$ cat src/rtl/icache_pkg.sv
// icache_pkg: shared refill types, default geometry and address helpers
package icache_pkg;
  localparam int DEF_ADDR_W = 32;
  localparam int DEF_DATA_W = 32;
  localparam int DEF_LINE_W = 256;
  localparam int DEF_CNT_W = 16;
  localparam int BEATS = DEF_LINE_W / DEF_DATA_W;
  localparam int OFFSET_W = $clog2(DEF_LINE_W / 8);
  typedef enum logic [1:0] {IDLE, REQ, FILL, WRITE} refill_state_e;
  function automatic logic [63:0] line_align(input logic [63:0] addr, input int unsigned offset_w);
    return addr & ~((64'd1 << offset_w) - 64'd1);
  endfunction
endpackage

$ cat src/rtl/icache_refill_ctrl_if.sv
// icache_refill_ctrl_if: fetch, memory and cache-array signals of the refill controller
interface icache_refill_ctrl_if import icache_pkg::*; #(
  parameter int ADDR_W = DEF_ADDR_W,
  parameter int DATA_W = DEF_DATA_W,
  parameter int LINE_W = DEF_LINE_W,
  parameter int CNT_W = DEF_CNT_W
);
  logic miss_i;
  logic [ADDR_W-1:0] miss_addr_i;
  logic flush_i;
  logic mem_req_valid_o;
  logic mem_req_ready_i;
  logic [ADDR_W-1:0] mem_req_addr_o;
  logic mem_rsp_valid_i;
  logic [DATA_W-1:0] mem_rsp_data_i;
  logic line_we_o;
  logic [ADDR_W-1:0] line_addr_o;
  logic [LINE_W-1:0] line_data_o;
  logic refill_done_o;
  logic busy_o;
  logic [CNT_W-1:0] refill_cnt_o;
  modport master (
    input miss_i, miss_addr_i, flush_i, mem_req_ready_i, mem_rsp_valid_i, mem_rsp_data_i,
    output mem_req_valid_o, mem_req_addr_o, line_we_o, line_addr_o, line_data_o,
    output refill_done_o, busy_o, refill_cnt_o
  );
  modport slave (
    output miss_i, miss_addr_i, flush_i, mem_req_ready_i, mem_rsp_valid_i, mem_rsp_data_i,
    input mem_req_valid_o, mem_req_addr_o, line_we_o, line_addr_o, line_data_o,
    input refill_done_o, busy_o, refill_cnt_o
  );
endinterface

$ cat src/rtl/icache_refill_ctrl_assembler.sv
// icache_line_assembler: beat counter and line buffer, lowest beat first
module icache_line_assembler import icache_pkg::*; #(
  parameter int DATA_W = DEF_DATA_W,
  parameter int LINE_W = DEF_LINE_W
) (
  input  logic clk,
  input  logic rst_n,
  input  logic clr,
  input  logic beat_valid,
  input  logic [DATA_W-1:0] beat_data,
  output logic [LINE_W-1:0] line,
  output logic last
);
  localparam int NB = LINE_W / DATA_W;
  localparam int KW = NB > 1 ? $clog2(NB) : 1;
  logic [KW-1:0] k;
  assign last = beat_valid && k == KW'(NB - 1);
  always_ff @(posedge clk)
    if (!rst_n) begin
      k <= '0;
      line <= '0;
    end else if (clr) begin
      k <= '0;
    end else if (beat_valid) begin
      line[k*DATA_W +: DATA_W] <= beat_data;
      k <= last ? '0 : k + 1'b1;
    end
endmodule

$ cat src/rtl/icache_refill_ctrl.sv
// icache_refill_ctrl: sequences one line refill per fetch miss and writes it into the cache
module icache_refill_ctrl import icache_pkg::*; #(
  parameter int ADDR_W = DEF_ADDR_W,
  parameter int DATA_W = DEF_DATA_W,
  parameter int LINE_W = DEF_LINE_W,
  parameter int CNT_W = DEF_CNT_W
) (
  input logic clk,
  input logic rst_n,
  icache_refill_ctrl_if.master bus
);
  localparam int OFF_W = $clog2(LINE_W / 8);
  refill_state_e state, state_d;
  logic [ADDR_W-1:0] addr;
  logic [CNT_W-1:0] cnt;
  logic [LINE_W-1:0] line;
  logic kill, kill_d, hs, beat, last;
  assign hs = state == REQ && bus.mem_req_ready_i;
  assign beat = state == FILL && bus.mem_rsp_valid_i;
  icache_line_assembler #(.DATA_W(DATA_W), .LINE_W(LINE_W)) u_asm (
    .clk(clk),
    .rst_n(rst_n),
    .clr(hs),
    .beat_valid(beat),
    .beat_data(bus.mem_rsp_data_i),
    .line(line),
    .last(last)
  );
  always_comb begin
    state_d = state == IDLE  ? (bus.miss_i && !bus.flush_i ? REQ : IDLE) :
              state == REQ   ? (hs ? FILL : REQ) :
              state == FILL  ? (last ? WRITE : FILL) : IDLE;
    // a flush never aborts the transaction, it only silences the replay pulse
    kill_d = state == WRITE ? 1'b0 : kill | (state != IDLE && bus.flush_i);
  end
  always_ff @(posedge clk)
    if (!rst_n) begin
      state <= IDLE;
      addr <= '0;
      kill <= 1'b0;
      cnt <= '0;
    end else begin
      state <= state_d;
      kill <= kill_d;
      if (state == IDLE && state_d == REQ) addr <= ADDR_W'(line_align(64'(bus.miss_addr_i), OFF_W));
      if (state == WRITE) cnt <= cnt + 1'b1;
    end
  assign bus.mem_req_valid_o = state == REQ;
  assign bus.mem_req_addr_o = addr;
  assign bus.line_we_o = state == WRITE;
  assign bus.line_addr_o = addr;
  assign bus.line_data_o = line;
  assign bus.refill_done_o = state == WRITE && !kill && !bus.flush_i;
  assign bus.busy_o = state != IDLE;
  assign bus.refill_cnt_o = cnt;
endmodule
$ cat src/flat_wrapper.sv
// flat-port wrapper written by rule: the top's interface ports become plain ports
module icache_refill_ctrl_flat import icache_pkg::*;
#(
  parameter int ADDR_W = DEF_ADDR_W,
  parameter int DATA_W = DEF_DATA_W,
  parameter int LINE_W = DEF_LINE_W,
  parameter int CNT_W = DEF_CNT_W
)
  (clk, rst_n, bus_miss_i, bus_miss_addr_i, bus_flush_i, bus_mem_req_ready_i, bus_mem_rsp_valid_i, bus_mem_rsp_data_i, bus_mem_req_valid_o, bus_mem_req_addr_o, bus_line_we_o, bus_line_addr_o, bus_line_data_o, bus_refill_done_o, bus_busy_o, bus_refill_cnt_o);
  icache_refill_ctrl_if #(.ADDR_W(ADDR_W), .DATA_W(DATA_W), .LINE_W(LINE_W), .CNT_W(CNT_W)) bus_i ();
  input logic clk;
  input logic rst_n;
  input wire logic [$bits(bus_i.miss_i)-1:0] bus_miss_i;
  input wire logic [$bits(bus_i.miss_addr_i)-1:0] bus_miss_addr_i;
  input wire logic [$bits(bus_i.flush_i)-1:0] bus_flush_i;
  input wire logic [$bits(bus_i.mem_req_ready_i)-1:0] bus_mem_req_ready_i;
  input wire logic [$bits(bus_i.mem_rsp_valid_i)-1:0] bus_mem_rsp_valid_i;
  input wire logic [$bits(bus_i.mem_rsp_data_i)-1:0] bus_mem_rsp_data_i;
  output wire logic [$bits(bus_i.mem_req_valid_o)-1:0] bus_mem_req_valid_o;
  output wire logic [$bits(bus_i.mem_req_addr_o)-1:0] bus_mem_req_addr_o;
  output wire logic [$bits(bus_i.line_we_o)-1:0] bus_line_we_o;
  output wire logic [$bits(bus_i.line_addr_o)-1:0] bus_line_addr_o;
  output wire logic [$bits(bus_i.line_data_o)-1:0] bus_line_data_o;
  output wire logic [$bits(bus_i.refill_done_o)-1:0] bus_refill_done_o;
  output wire logic [$bits(bus_i.busy_o)-1:0] bus_busy_o;
  output wire logic [$bits(bus_i.refill_cnt_o)-1:0] bus_refill_cnt_o;
  assign bus_i.miss_i = bus_miss_i;
  assign bus_i.miss_addr_i = bus_miss_addr_i;
  assign bus_i.flush_i = bus_flush_i;
  assign bus_i.mem_req_ready_i = bus_mem_req_ready_i;
  assign bus_i.mem_rsp_valid_i = bus_mem_rsp_valid_i;
  assign bus_i.mem_rsp_data_i = bus_mem_rsp_data_i;
  assign bus_mem_req_valid_o = bus_i.mem_req_valid_o;
  assign bus_mem_req_addr_o = bus_i.mem_req_addr_o;
  assign bus_line_we_o = bus_i.line_we_o;
  assign bus_line_addr_o = bus_i.line_addr_o;
  assign bus_line_data_o = bus_i.line_data_o;
  assign bus_refill_done_o = bus_i.refill_done_o;
  assign bus_busy_o = bus_i.busy_o;
  assign bus_refill_cnt_o = bus_i.refill_cnt_o;
  icache_refill_ctrl #(.ADDR_W(ADDR_W), .DATA_W(DATA_W), .LINE_W(LINE_W), .CNT_W(CNT_W)) u_core (.clk(clk), .rst_n(rst_n), .bus(bus_i));
endmodule
$ cat config.mk
export PLATFORM = sky130hd
export DESIGN_NAME = icache_refill_ctrl_flat
export DESIGN_NICKNAME = d
export VERILOG_FILES = /design/src/rtl/icache_pkg.sv /design/src/rtl/icache_refill_ctrl_if.sv /design/src/rtl/icache_refill_ctrl_assembler.sv /design/src/rtl/icache_refill_ctrl.sv /design/src/flat_wrapper.sv
export SDC_FILE = /design/constraint.sdc
export NUM_CORES = 1
export LEC_CHECK = 0
export CORE_ASPECT_RATIO = 0.8
export CORE_MARGIN = 5
export CORE_UTILIZATION = 51
export CTS_BUF_LIST = sky130_fd_sc_hd__clkbuf_4
export DETAILED_ROUTE_END_ITERATION = 8
export MAX_ROUTING_LAYER = met4
export PLACE_DENSITY = 0.88
export SLEW_MARGIN = 25
export SYNTH_ARGS = -nofsm -noshare
export SYNTH_HDL_FRONTEND = slang
export SYNTH_SLANG_ARGS = --single-unit
$ cat constraint.sdc
create_clock -name clk -period 4.15 [get_ports clk]
set_clock_uncertainty 0.2 [all_clocks]
set_input_delay 1.0375 -clock clk [delete_from_list [all_inputs] [get_ports clk]]
set_output_delay 1.0375 -clock clk [all_outputs]
set_load 0.1 [all_outputs]
Word-level counts from Yosys, hierarchy flattened
Cells that the tools add are included.
{"block": "classes", "n_addsub": 3, "eq_ne": 5, "shift": 2, "n_mux": 8, "bitwise_logic": 3, "reduce_logical": 15}
{"cell": "$bwmux W256", "count": 1}
{"cell": "$shift A32 B34 Y256 const A", "count": 1}
{"cell": "$shiftx A32 B34 Y256", "count": 1}
{"cell": "$neg A8 Y34", "count": 1}
{"cell": "$add A16 B1 Y16 const B", "count": 1}
{"cell": "$logic_and A1 B1 Y1", "count": 8}
{"cell": "$mux W2", "count": 4}
{"cell": "$eq A2 B1 Y1 const B", "count": 2}
{"cell": "$eq A2 B2 Y1 const B", "count": 2}
{"cell": "$reduce_or A2 Y1", "count": 2}
{"cell": "$add A3 B1 Y3 const B", "count": 1}
{"cell": "$eq A3 B3 Y1 const B", "count": 1}
{"cell": "$mux W3", "count": 1}
{"cell": "$logic_not A1 Y1", "count": 2}
{"cell": "$logic_not A2 Y1", "count": 1}
{"cell": "$mux W1", "count": 2}
{"cell": "$not A1 Y1", "count": 2}
{"cell": "$reduce_and A2 Y1", "count": 1}
{"cell": "$reduce_bool A2 Y1", "count": 1}
{"cell": "$or A1 B1 Y1", "count": 1}
{"block": "word_totals", "regBits": 305, "input_bits": 70, "wordCells": 42}

Logic depth before layout (Yosys ltp)
{"block": "depth", "ltp_word": 9, "depth_mapped": 11, "depth_no_buf": 7}

Hierarchy
From an unflattened synthesis, not the netlist that was laid out.
{"block": "hier_totals", "hier_cells": 1335, "hier_area_um2": 12355.6}
{"module": "icache_line_assembler", "instances": 1, "cells_each": 1079, "area_each_um2": 10243.6, "seq_area_each_um2": 5185.0}
{"module": "icache_refill_ctrl", "instances": 1, "cells_each": 256, "area_each_um2": 2112.0, "seq_area_each_um2": 920.9}

Worst setup path before layout
No wires, ideal clock.
{"block": "synth_timing", "path_type": "input -> output", "start": "input port bus_flush_i", "end": "output port bus_refill_done_o", "arrival_ns": 3.136, "required_time_ns": 2.913, "slack_ns": -0.223, "path_stages": 1, "path_cell_list": "nor3_1"}
{"block": "synth_via", "elab_chain_len": 2}
{"element": "start, declared", "line_no": "flat_wrapper.sv:15", "text": "input wire logic [$bits(bus_i.flush_i)-1:0] bus_flush_i;"}
{"element": "$logic_not A1 Y1", "line_no": "icache_refill_ctrl.sv:53", "text": "assign bus.refill_done_o = state == WRITE && !kill && !bus.flush_i;"}
{"element": "$logic_and A1 B1 Y1", "line_no": "icache_refill_ctrl.sv:53"}
{"element": "end, declared", "line_no": "flat_wrapper.sv:24", "text": "output wire logic [$bits(bus_i.refill_done_o)-1:0] bus_refill_done_o;"}
Every way passes these cells.

Worst setup path after layout
{"block": "layout_timing", "start": "register u_core.cnt[2], in the netlist u_core.bus.refill_cnt_o[2]", "end": "output port bus_refill_cnt_o[2]"}
{"element": "start, declared", "line_no": "icache_refill_ctrl.sv:15", "text": "logic [CNT_W-1:0] cnt;"}
{"element": "start signal, assigned", "line_no": "icache_refill_ctrl.sv:46", "text": "if (state == WRITE) cnt <= cnt + 1'b1;"}
{"element": "end, declared", "line_no": "flat_wrapper.sv:26", "text": "output wire logic [$bits(bus_i.refill_cnt_o)-1:0] bus_refill_cnt_o;"}
No word-level cell between the ends.

==> flow_metrics.tcl <==
set metrics [dict create \
    p_leak_uw 0.005740 \
    regArea_sq_mm 0.006106 \
    status "finished clean" \
    post-route-min-period_ns 3.521 \
    wirelength_um 43040 \
    tritoncts "yes" \
    area_delta_synth_final_pct 37.36 \
    root_buffer "clkbuf_4" \
    cp.arrival_ns 2.28 \
    grt.busiest_layer "met2" \
    start_kind "flop" \
    utilization 0.7069 \
    met2_usage 0.5064 \
    globalRouteMet3Util 0.08991 \
    synth_top_family_by_area "simple AND/OR/NAND/NOR gates" \
    fp-row-count 51 \
    worst_hold_slack_ns 0.2515 \
    cp_max_fo 7 \
    r2r_slack_ns 0.95 \
    num_vias 11972 \
    final_antenna_net_count 0 \
    period_share 0.8485 \
    synth_adder_area_share 0.008022 \
    powerDensity_mw_per_mm2 357.1 \
    holdBufCountCts 0 \
    synth_xor_area_frac 0.007721 \
    dpl_cell_area_sq_mm 0.01616 \
    worstSetupEndpointType "output pin" \
    die_x_um 184.9 \
    gp_congestion 0.8712 \
    hpwlAfterDp_um 29170 \
    fin_nets 1868 \
    synth-simple-area-share 0.2412 \
    cts.sinks 305 \
    yosysTopAreaCell "dfxtp_1" \
    synthMuxAreaShare 0.0008022 \
    post_cts_buffers 0 \
    ir_worst_vdd_mv 0.2448 \
    die_y_um 149.9 \
    max_stage_delay_ns 1.19 \
    numCtsBuffers 77 \
    layout.cells.most_common "clkdlybuf4s50_1" \
    relSlewSlack 0.2879 \
    p_total_uw 6120 \
    fp.coreArea_sq_mm 0.02425 \
    hold_viol 0 \
    first_global_vias 11970 \
    dieArea_sq_mm 0.02771 \
    clk_path_buf_depth 3 \
    grt_max_degree 218 \
    pin_count 410 \
    grt_use_met1 0.3602 \
    cp_data_required_time_ns 2.91 \
    htreeDepth 3 \
    synth.cell_area_sq_mm 0.01248 \
    clk_pin_slew_ns 0.06 \
    crit_family "buffers and inverters" \
    setup_viol 0 \
    yosys.area.top_type_share 0.4893 \
    crit_buf_inv 1 \
    grt_overflow_total 0 \
    final_cell_mix "384 x clkdlybuf4s50_1, 356 x nand2_1, 305 x dfxtp_1" \
    portBuffers 394 \
    maxCapViolations 0 \
    insertion_delay_ns 0.62 \
    grt_pass1_wl_um 65670 \
    antenna_found_initial 1 \
    synth_compound_area_frac 0.1711 \
    track_usage 0.3096 \
    layout-drive-gt1-share 0.09402 \
    avgSynthCellArea_sq_um 8.471 \
    fmax_mhz 284.0 \
    crit_type "flop to output pin" \
    start_util 0.5146 \
    cts_resized 0 \
    first_pass_iters 5 \
    slowest_stage "clkdlybuf4s50_1" \
    cp_cell_sequence "clkdlybuf4s50_1" \
    first_iter_violations 1026 \
    synth_cells 1473 \
    rsz0062_at_grt "no" \
    multiInputGateArea_sq_mm 0.005434 \
    ys_types 41 \
    synth_seq_area_share 0.4893 \
    worstMarginPinSlew_ns 1.065 \
    nFillCells 1862 \
    synth_seq_cells 305 \
    drt-vias-per-instance 5.545 \
    drc 0 \
    final_cell_area_sq_mm 0.01714 \
    synth_warnings 0 \
    wl_per_cell_um 19.93 \
    slew_violations 0 \
    synth.area.top_cells "dfxtp_1 49%, nand2_1 11%, a21boi_0 10%, nand3_1 8.8%, a21boi_1 5.2%" \
    hold_path_class "flop to flop" \
    fin_setup_tns_ns 0 \
]
path summary, 6_finish.rpt:
check	start	end	depth (start not counted)
worst min register to register	u_core.u_asm.line[209]	u_core.u_asm.line[209]	2
worst max-delay path	u_core.bus.refill_cnt_o[2]	bus_refill_cnt_o[2]	1
worst max register to register	u_core.u_asm.k[1]	u_core.u_asm.line[51]	8
worst min-delay path	u_core.u_asm.line[209]	u_core.u_asm.line[209]	2
routing by layer:
layer,routed length (um),share of wire,vias up
li1,-,-,5561
met1,16180,0.38,5671
met2,20560,0.48,622
met3,4777,0.11,118
met4,1521,0.035,0
met5,0,0,-
area by class of cell:
cell class                 count  area share
clock inverter                21    0.009855
multi-input combinational    976      0.3170
tap                          318     0.02321
clock buffer                 108     0.04730
antenna                        1   0.0001460
inverter                       6    0.001314
sequential                   305      0.3562
timing repair buffer         424      0.2449
cell families after synthesis:
| family | after synthesis |
|---|---|
| buf+inv | 201 |
| other cells | 1 |
| simple gates | 649 |
| flops | 305 |
| fa+ha+maj | 8 |
| compound gates | 297 |
| mux | 1 |
| xor+xnor | 11 |
worst min-delay path: cells and delay by family (launching register included):
| family | cells | cell delay (ns) |
|---|---|---|
| compound gates | 1 | 0.05 |
| flops | 1 | 0.30 |
| simple gates | 1 | 0.05 |
report_power, final:
part           leakage, uW  internal (uW)  switching [uW]
Sequential         0.00246           2950            15.2
Clock             0.000573           1380            1190
Combinational      0.00271            158             429
Total              0.00574           4490            1630
synth_stat cells:
master,number
nor3_1,4
nand4_1,17
or4b_1,3
nor4b_4,3
buf_1,3
conb_1,1
xnor2_1,11
ha_1,8
buf_4,44
o21ai_0,35
nor2_1,6
a21oi_1,4
or3b_1,1
nand3b_1,1
nand2_1,356
nor2b_1,2
nor3b_1,3
nand2b_1,1
nor3_4,2
or2_1,1
and3b_1,1
a21boi_1,86
and4b_1,1
nor3b_4,1
or2b_1,1
nand4b_1,1
a21boi_0,170
mux2i_1,1
a221oi_1,1
buf_6,4
dfxtp_1,305
inv_1,6
and2_1,12
nor4_2,2
clkbuf_1,89
and3_1,5
buf_2,55
and4_1,3
nand3_1,219
o31a_1,1
or3_1,3
state kept, by name, summed over array words and instances (netlist names):
register and cells:
u_core.u_asm.k 3, u_core.bus.refill_cnt_o 16, u_core.state 2, u_core.bus.line_addr_o 27, u_core.u_asm.line 256, u_core.kill 1
per-stage QoR:
| stage | setup slack [ns] | cells |
|---|---|---|
| floorplan | 0.6660 | 1482 |
| global placement | 0.5790 | 2029 |
| detailed placement | 0.5230 | 2029 |
| CTS | 0.5705 | 2158 |
| global route | 0.5288 | 2159 |
| finish | 0.6286 | 2159 |
(Power assumes the default switching activity.)
